==> config.mk <==
export PLATFORM = sky130hd
export DESIGN_NAME = otter_fetch_unit
export DESIGN_NICKNAME = d
export VERILOG_FILES = /design/src/rtl/otter_fetch_unit.sv
export SDC_FILE = /design/constraint.sdc
export NUM_CORES = 1
export LEC_CHECK = 0
export BUFFER_PORTS_ARGS = -buffer_cell sky130_fd_sc_hd__buf_2
export CAP_MARGIN = 10
export CORE_ASPECT_RATIO = 1.4
export CORE_MARGIN = 1.5
export CORE_UTILIZATION = 30
export CTS_CLUSTER_SIZE = 10
export DETAILED_ROUTE_END_ITERATION = 10
export SLEW_MARGIN = 20
export SYNTH_ARGS = -nofsm -noshare
export SYNTH_HDL_FRONTEND = slang
export SYNTH_SLANG_ARGS = --single-unit
==> constraint.sdc <==
create_clock -name CLK -period 9.4 [get_ports CLK]
set_input_delay 0.47 -clock CLK [delete_from_list [all_inputs] [get_ports CLK]]
set_output_delay 0.47 -clock CLK [all_outputs]
set_load 0.02 [all_outputs]
==> src/rtl/otter_fetch_unit.sv <==
// OTTER instruction-fetch stage: PC generation, credit-limited imem handshake and an in-order
// {pc, instr} FIFO feeding the IF/ID register, with redirect flush and stale-response dropping.
module otter_fetch_unit #(
   parameter logic [31:0] RESET_PC = 32'h0000_0000,
   parameter int unsigned DEPTH    = 4
) (
   input  logic        CLK,
   input  logic        RST_N,
   input  logic        redirect_E,
   input  logic [31:0] redirect_pc_E,
   input  logic        stall_D,
   output logic        imem_req,
   output logic [31:0] imem_addr,
   input  logic        imem_gnt,
   input  logic        imem_rvalid,
   input  logic [31:0] imem_rdata,
   output logic        valid_F,
   output logic [31:0] Instr_F,
   output logic [31:0] PC_F,
   output logic [31:0] PC_plus4_F
);

   localparam int unsigned CW = $clog2(DEPTH + 1);
   localparam int unsigned PW = $clog2(DEPTH);
   localparam logic [CW:0] DEPTH_W = (CW + 1)'(DEPTH);
   localparam logic [PW-1:0] LAST_PTR = PW'(DEPTH - 1);
   localparam logic [31:0] NOP = 32'h0000_0013;

   logic [31:0]   fetch_pc_q, fetch_pc_d;
   logic [31:0]   resp_pc_q, resp_pc_d;
   logic [CW-1:0] inflight_q, inflight_d;
   logic [CW-1:0] drop_q, drop_d;
   logic [CW-1:0] count_q, count_d;
   logic [PW-1:0] rd_ptr_q, rd_ptr_d;
   logic [PW-1:0] wr_ptr_q, wr_ptr_d;

   logic [31:0]   pc_mem    [DEPTH];
   logic [31:0]   instr_mem [DEPTH];

   logic [CW:0]   occupancy;
   logic [31:0]   target_pc;
   logic          grant;
   logic          rsp;
   logic          push;
   logic          pop;
   logic          unused_bits;

   function automatic logic [PW-1:0] ptr_inc(input logic [PW-1:0] p);
      return (p == LAST_PTR) ? '0 : p + PW'(1);
   endfunction

   assign unused_bits = ^redirect_pc_E[1:0];
   assign target_pc   = {redirect_pc_E[31:2], 2'b00};

   // Credit covers buffered plus in-flight fetches, so a returning response always has a slot.
   assign occupancy = {1'b0, count_q} + {1'b0, inflight_q};
   assign imem_req  = RST_N && !redirect_E && (occupancy < DEPTH_W);
   assign imem_addr = fetch_pc_q;

   assign valid_F    = (count_q != '0) && !redirect_E;
   assign Instr_F    = valid_F ? instr_mem[rd_ptr_q] : NOP;
   assign PC_F       = valid_F ? pc_mem[rd_ptr_q] : 32'h0;
   assign PC_plus4_F = valid_F ? pc_mem[rd_ptr_q] + 32'd4 : 32'h0;

   always_comb begin
      grant      = imem_req && imem_gnt;
      // A response with nothing outstanding is a protocol error and is ignored.
      rsp        = imem_rvalid && (inflight_q != '0);
      push       = rsp && (drop_q == '0) && !redirect_E;
      pop        = valid_F && !stall_D;
      inflight_d = inflight_q + CW'(grant) - CW'(rsp);

      fetch_pc_d = fetch_pc_q;
      resp_pc_d  = resp_pc_q;
      drop_d     = drop_q;
      count_d    = count_q;
      rd_ptr_d   = rd_ptr_q;
      wr_ptr_d   = wr_ptr_q;

      if (redirect_E) begin
         // Everything still outstanding after this edge belongs to the old path.
         fetch_pc_d = target_pc;
         resp_pc_d  = target_pc;
         drop_d     = inflight_d;
         count_d    = '0;
         rd_ptr_d   = '0;
         wr_ptr_d   = '0;
      end else begin
         if (grant) begin
            fetch_pc_d = fetch_pc_q + 32'd4;
         end
         if (rsp && (drop_q != '0)) begin
            drop_d = drop_q - CW'(1);
         end
         if (push) begin
            resp_pc_d = resp_pc_q + 32'd4;
            wr_ptr_d  = ptr_inc(wr_ptr_q);
         end
         if (pop) begin
            rd_ptr_d = ptr_inc(rd_ptr_q);
         end
         count_d = count_q + CW'(push) - CW'(pop);
      end
   end

   always_ff @(posedge CLK or negedge RST_N) begin
      if (!RST_N) begin
         fetch_pc_q <= RESET_PC;
         resp_pc_q  <= RESET_PC;
         inflight_q <= '0;
         drop_q     <= '0;
         count_q    <= '0;
         rd_ptr_q   <= '0;
         wr_ptr_q   <= '0;
      end else begin
         fetch_pc_q <= fetch_pc_d;
         resp_pc_q  <= resp_pc_d;
         inflight_q <= inflight_d;
         drop_q     <= drop_d;
         count_q    <= count_d;
         rd_ptr_q   <= rd_ptr_d;
         wr_ptr_q   <= wr_ptr_d;
      end
   end

   always_ff @(posedge CLK) begin
      if (push) begin
         pc_mem[wr_ptr_q]    <= resp_pc_q;
         instr_mem[wr_ptr_q] <= imem_rdata;
      end
   end

endmodule
# Yosys cells after proc, flatten, opt, wreduce, memory -nomap -nowiden
# Memories as Yosys holds them, arrays and structs flattened.
# Index checks and enable logic that the tools add are counted.
# W data, S select, Z words.
[word_totals] register_bits=77 word_cells=60 input_bits=70 mem_count=2 ram_bits=256
[op_classes] reduce_logical=19 n_eq_ne=2 mux=18 addsub=11 n_lt_le_gt_ge=1
[mem_list] memory="instr_mem" depth=4 width=32 read_ports=1 rd_clocked_by_memory_dff=0 write_ports=1 line="38" source="logic [31:0] instr_mem [DEPTH];"
[mem_list] memory="pc_mem" depth=4 width=32 read_ports=1 rd_clocked_by_memory_dff=0 write_ports=1 line="37" source="logic [31:0] pc_mem [DEPTH];"
[op_table] operator="$mux W32" n=7
[op_table] operator="$add A32 B3 Y32 const B" n=3
[op_table] operator="$mux W2" n=6
[op_table] operator="$logic_and A1 B1 Y1" n=9
[op_table] operator="$mux W3" n=3
[op_table] operator="$reduce_bool A3 Y1" n=3
[op_table] operator="$reduce_bool A2 Y1" n=4
[op_table] operator="$add A3 B1 Y3" n=2
[op_table] operator="$sub A3 B1 Y3" n=2
[op_table] operator="$add A2 B1 Y2 const B" n=2
[op_table] operator="$add A3 B3 Y4" n=1
[op_table] operator="$eq A2 B2 Y1 const B" n=2
[op_table] operator="$lt A4 B3 Y1 const B" n=1
[op_table] operator="$logic_not A3 Y1" n=1
[op_table] operator="$sub A3 B1 Y3 const B" n=1
[op_table] operator="$logic_not A1 Y1" n=2
[op_table] operator="$mux W1" n=2

# Depth between registers and ports, before layout
[logic_depth] ltp_word=7 depth_mapped=14 ltp_nobuf=12

# Least setup slack after synthesis
# No wires, ideal clock.
[synth_timing] path_kind="register -> register" start="reg inflight_q[2]" end="reg drop_q[2]" arrival_ps=2874 synth_period_minus_slack_ps=3007 path_slack_ps=6393 setup_time_ps=133 stages_incl_launch_ff=15 cell_sequence="dfrtp_1 > ha_1 > nor4b_1 > and4_1 > inv_1 > clkbuf_1 > clkbuf_1 > ha_1 > inv_1 > ha_1 > fa_1 > xnor2_1 > xnor2_1 > nand2_1 > o21ai_0"
[synth_via] elab_chain_len=7
[synth_lines] element="start: declaration" line="31" source="logic [CW-1:0] inflight_q, inflight_d;"
[synth_lines] element="start signal: assignment" line="118" source="inflight_q <= inflight_d;"
[synth_lines] element="$add A3 B3 Y4" line="56" source="assign occupancy = {1'b0, count_q} + {1'b0, inflight_q};"
[synth_lines] element="$lt A4 B3 Y1" line="57" source="assign imem_req = RST_N && !redirect_E && (occupancy < DEPTH_W);"
[synth_lines] element="$logic_and A1 B1 Y1" line="57"
[synth_lines] element="$logic_and A1 B1 Y1" line="66" source="grant = imem_req && imem_gnt;"
[synth_lines] element="$add A3 B1 Y3" line="71" source="inflight_d = inflight_q + CW'(grant) - CW'(rsp);"
[synth_lines] element="$sub A3 B1 Y3 *" line="71"
[synth_lines] element="via inflight_d[2]" line="31"
[synth_lines] element="$mux W3 *" line="80" source="if (redirect_E) begin"
[synth_lines] element="end signal: assignment" line="119" source="drop_q <= drop_d;"
[synth_lines] element="end: declaration" line="32" source="logic [CW-1:0] drop_q, drop_d;"
# The timed path passes the listed nets; every way through them passes the cells marked *.
# A chain may end at the register's enable or synchronous reset.

# Worst setup path after layout
[layout_timing] start="reg rd_ptr_q[1]" end="out PC_plus4_F[21]"
[layout_via] elab_chain_len=3
[layout_lines] element="start: declaration" line="34" source="logic [PW-1:0] rd_ptr_q, rd_ptr_d;"
[layout_lines] element="start signal: assignment" line="121" source="rd_ptr_q <= rd_ptr_d;"
[layout_lines] element="$mem_v2 Z4 W32"
[layout_lines] element="$add A32 B3 Y32" line="63" source="assign PC_plus4_F = valid_F ? pc_mem[rd_ptr_q] + 32'd4 : 32'h0;"
[layout_lines] element="$mux W32" line="63"
[layout_lines] element="end: declaration" line="20" source="output logic [31:0] PC_plus4_F"
# Every way passes these cells.

==> metrics.txt <==
status finished clean; first-pass GRT wire length 54.5 mm; Crit Path Max Fanout 48; WL final 35.4 mm; Setup-failing EPs final 0; Reg area 0.00928 mm²; actual slew at the worst max-slew pin 1.06 ns; Post-Route Skew 0.0194 ns; pre-CTS setup slack 5.31 ns; Mapped Area 0.0145 mm²; max cap viols 0; core region area 0.0479 mm²; Site Rows 95; hold-fix buffers at CTS 1; Final Critical Period 4.58 ns; Setup TNS 0 ns; RSZ-0062 raised after global routing no; Max clock buf depth 3; placer congestion estimate 0.854; crit path capture type output pin; Slew Limit Fails 0; Final Non-Filler Cells 1837; met1 GRT Util 18.1%; gr ovfl total 0; clk_lat worst skew 0.53 ns; R2R setup slack 6.30 ns; top post-synthesis cells by area edfxtp_1, dfrtp_1, mux4_2; DR WL/cell 19.3 µm; FF+latch count, synth 321; Required @ worst endpoint 8.93 ns; die height 263 µm; clock sinks 321; Synthesis Warnings 0; largest net degree at the start of global routing 63; post-synth top area cell edfxtp_1; Worst Reg-to-Reg Cells 13; r2r startpoint inflight_q[2]$_DFF_PN0_; HPWL Detailed 22.6 mm; Iteration-0 DRC Markers 462; WHS Endpoint instr_mem[3][6]$_DFFE_PP_; Hold Crit Start imem_rdata[6]; CTS buffer count 38; top-count cell post-synth edfxtp_1; Final Cell Area 0.0171 mm²; Post-synth EDFFs 248; CP arrival 4.11 ns; Synth cell types 57; vias in the first global route 9310; # fillers 4582; top cell type's share of synthesized area 51.4%; Vias/cell 4.93; leak pwr 6.19 nW; initial core utilization 30.3%; cells after synthesis 1000; boundary pin count 200; cell count after placement 1778; kind of critical path flop to output pin; RR Endpoint drop_q[2]$_DFFE_PN0P_; fraction of layout cells with a size suffix above 1 28.0%; clock root buffer clkbuf_16; startpoint types flop; Die Width 189 µm; Residual DRC 0; worst min-delay path class input pin to flop; post-route ant nets 0; post-CTS resize count 0; Worst Slack Setup Final 4.82 ns; Avg Inst Size Synth 14.5 µm²; multi-input logic area 0.00483 mm²; crit share post-route 48.7%; GR Layer Usage met3 2.39%; Post-synth top flop edfxtp_1; commonest cells in the netlist edfxtp_1, and2_1, dfrtp_1; htree depth 2; CTS tree built; GRT Util Overall 14.3%; antenna violations before repair 2; number of port buffers 191; Most Crowded Layer GR met2; Nets 1277; register area share after synthesis 64.0%; Syn-to-layout area delta 18.2%; Die Area 0.0497 mm²; fraction of registers with async set/reset 22.7%; vias 9053; final core utilization 35.8%; Rel. slew slack 29.3%; hold-critical path depth 1; fmax 0.219 GHz; clock slew at reported path FFs 0.06 ns; TritonRoute pass-1 iters 4; # Post-CTS Setup Buffers 0; dpl cell area 0.0161 mm²; Final Hold Fails 0; P per Cell Area 230 mW/mm²; Worst VDD drop 0.143 mV; M2 GR Usage 24.5%
through the flow:
step / total power, W / hold slack, ns
finish: 0.00395 / 0.153
global route: 0.00414 / 0.137
CTS: 0.00401 / 0.116
detailed placement: 0.00268 / 0.520
global placement: 0.00267 / 0.516
floorplan: 0.00236 / 0.174
layer usage:
metal / routed length (µm) / vias up
met5: 0 / -
met4: 819 / 0
met3: 1990 / 54
met2: 17500 / 301
met1: 15100 / 4540
li1: - / 4158
worst max-delay path: stages (launching register included):
cell	delay, ns
dfrtp_2	0.69
buf_4	0.70
mux4_2	0.50
nand4_4	0.20
or4_1	0.67
nor3_1	0.22
mux2_2	0.36
buf_2	0.16
power by group:
part,switching (W),internal (W),total [W]
combinational,0.000565,0.000345,0.000910
sequential,0.0000954,0.00163,0.00172
clock,0.000552,0.000764,0.00132
total,0.00121,0.00274,0.00395
cell type report:
type / count / area share, %
diodes: 2 / 0.0292
clock buffers: 53 / 6.06
clock inverters: 3 / 0.197
inverters: 29 / 0.635
multi-input cells: 595 / 28.2
flip-flops and latches: 321 / 54.1
well taps: 630 / 4.60
repair buffers: 204 / 6.16
placed cells by master, fill, tap and decap left out, types with 3 or more instances in the layout:
cell type / instances
mux2_2: 15
mux4_2: 61
nand3_1: 25
edfxtp_1: 248
inv_1: 28
or3_1: 10
buf_4: 12
ha_1: 16
a41oi_1: 3
o21ai_0: 49
a21oi_1: 16
nor3_1: 20
o31a_1: 4
mux2_1: 6
and3_1: 12
o311ai_0: 9
nor4_1: 12
xnor2_1: 34
nor2_1: 45
and4_1: 12
or4_1: 9
nand4_1: 20
a31oi_1: 7
buf_2: 191
nand2b_1: 3
clkbuf_1: 13
mux2i_1: 5
and2_1: 69
conb_1: 6
xor2_1: 16
nand2_1: 70
dfrtp_1: 71
and2_4: 4
clkbuf_16: 39
o211ai_1: 11
worst max-delay path by stage:
| stage | slack (ns) | to | cells after the start | startpoint |
|---|---|---|---|---|
| after global routing | 4.53 | PC_plus4_F[21] | 7 | rd_ptr_q[1]$_DFFE_PN0P_ |
| final | 4.82 | PC_plus4_F[21] | 7 | rd_ptr_q[1]$_DFFE_PN0P_ |
| after CTS | 4.74 | PC_plus4_F[21] | 7 | rd_ptr_q[1]$_DFFE_PN0P_ |
| after floorplan | 6.39 | drop_q[2]$_DFFE_PN0P_ | 14 | inflight_q[2]$_DFF_PN0_ |
| after detailed placement | 5.31 | PC_plus4_F[21] | 7 | rd_ptr_q[1]$_DFFE_PN0P_ |
| after global placement | 5.30 | PC_plus4_F[21] | 7 | rd_ptr_q[1]$_DFFE_PN0P_ |
flip-flops by register name, summed over array words and instances, names as in the netlist:
name,count
imem_addr,30
pc_mem,120
drop_q,3
instr_mem,128
rd_ptr_q,2
inflight_q,3
resp_pc_q,30
wr_ptr_q,2
count_q,3
cells by family (layout without fill, tap and decap cells):
kind of cell | after synthesis | after routing | synth area share [%]
buf+inv | 89 | 289 | 2.93
fa+ha+maj | 18 | 18 | 1.66
compound gates | 105 | 105 | 4.41
simple gates | 329 | 329 | 12.5
other cells | 1 | 8 | 0.0259
flops | 321 | 321 | 64.0
xor+xnor | 50 | 50 | 3.02
mux | 87 | 87 | 11.5
Power figures use the tool's default switching activity.
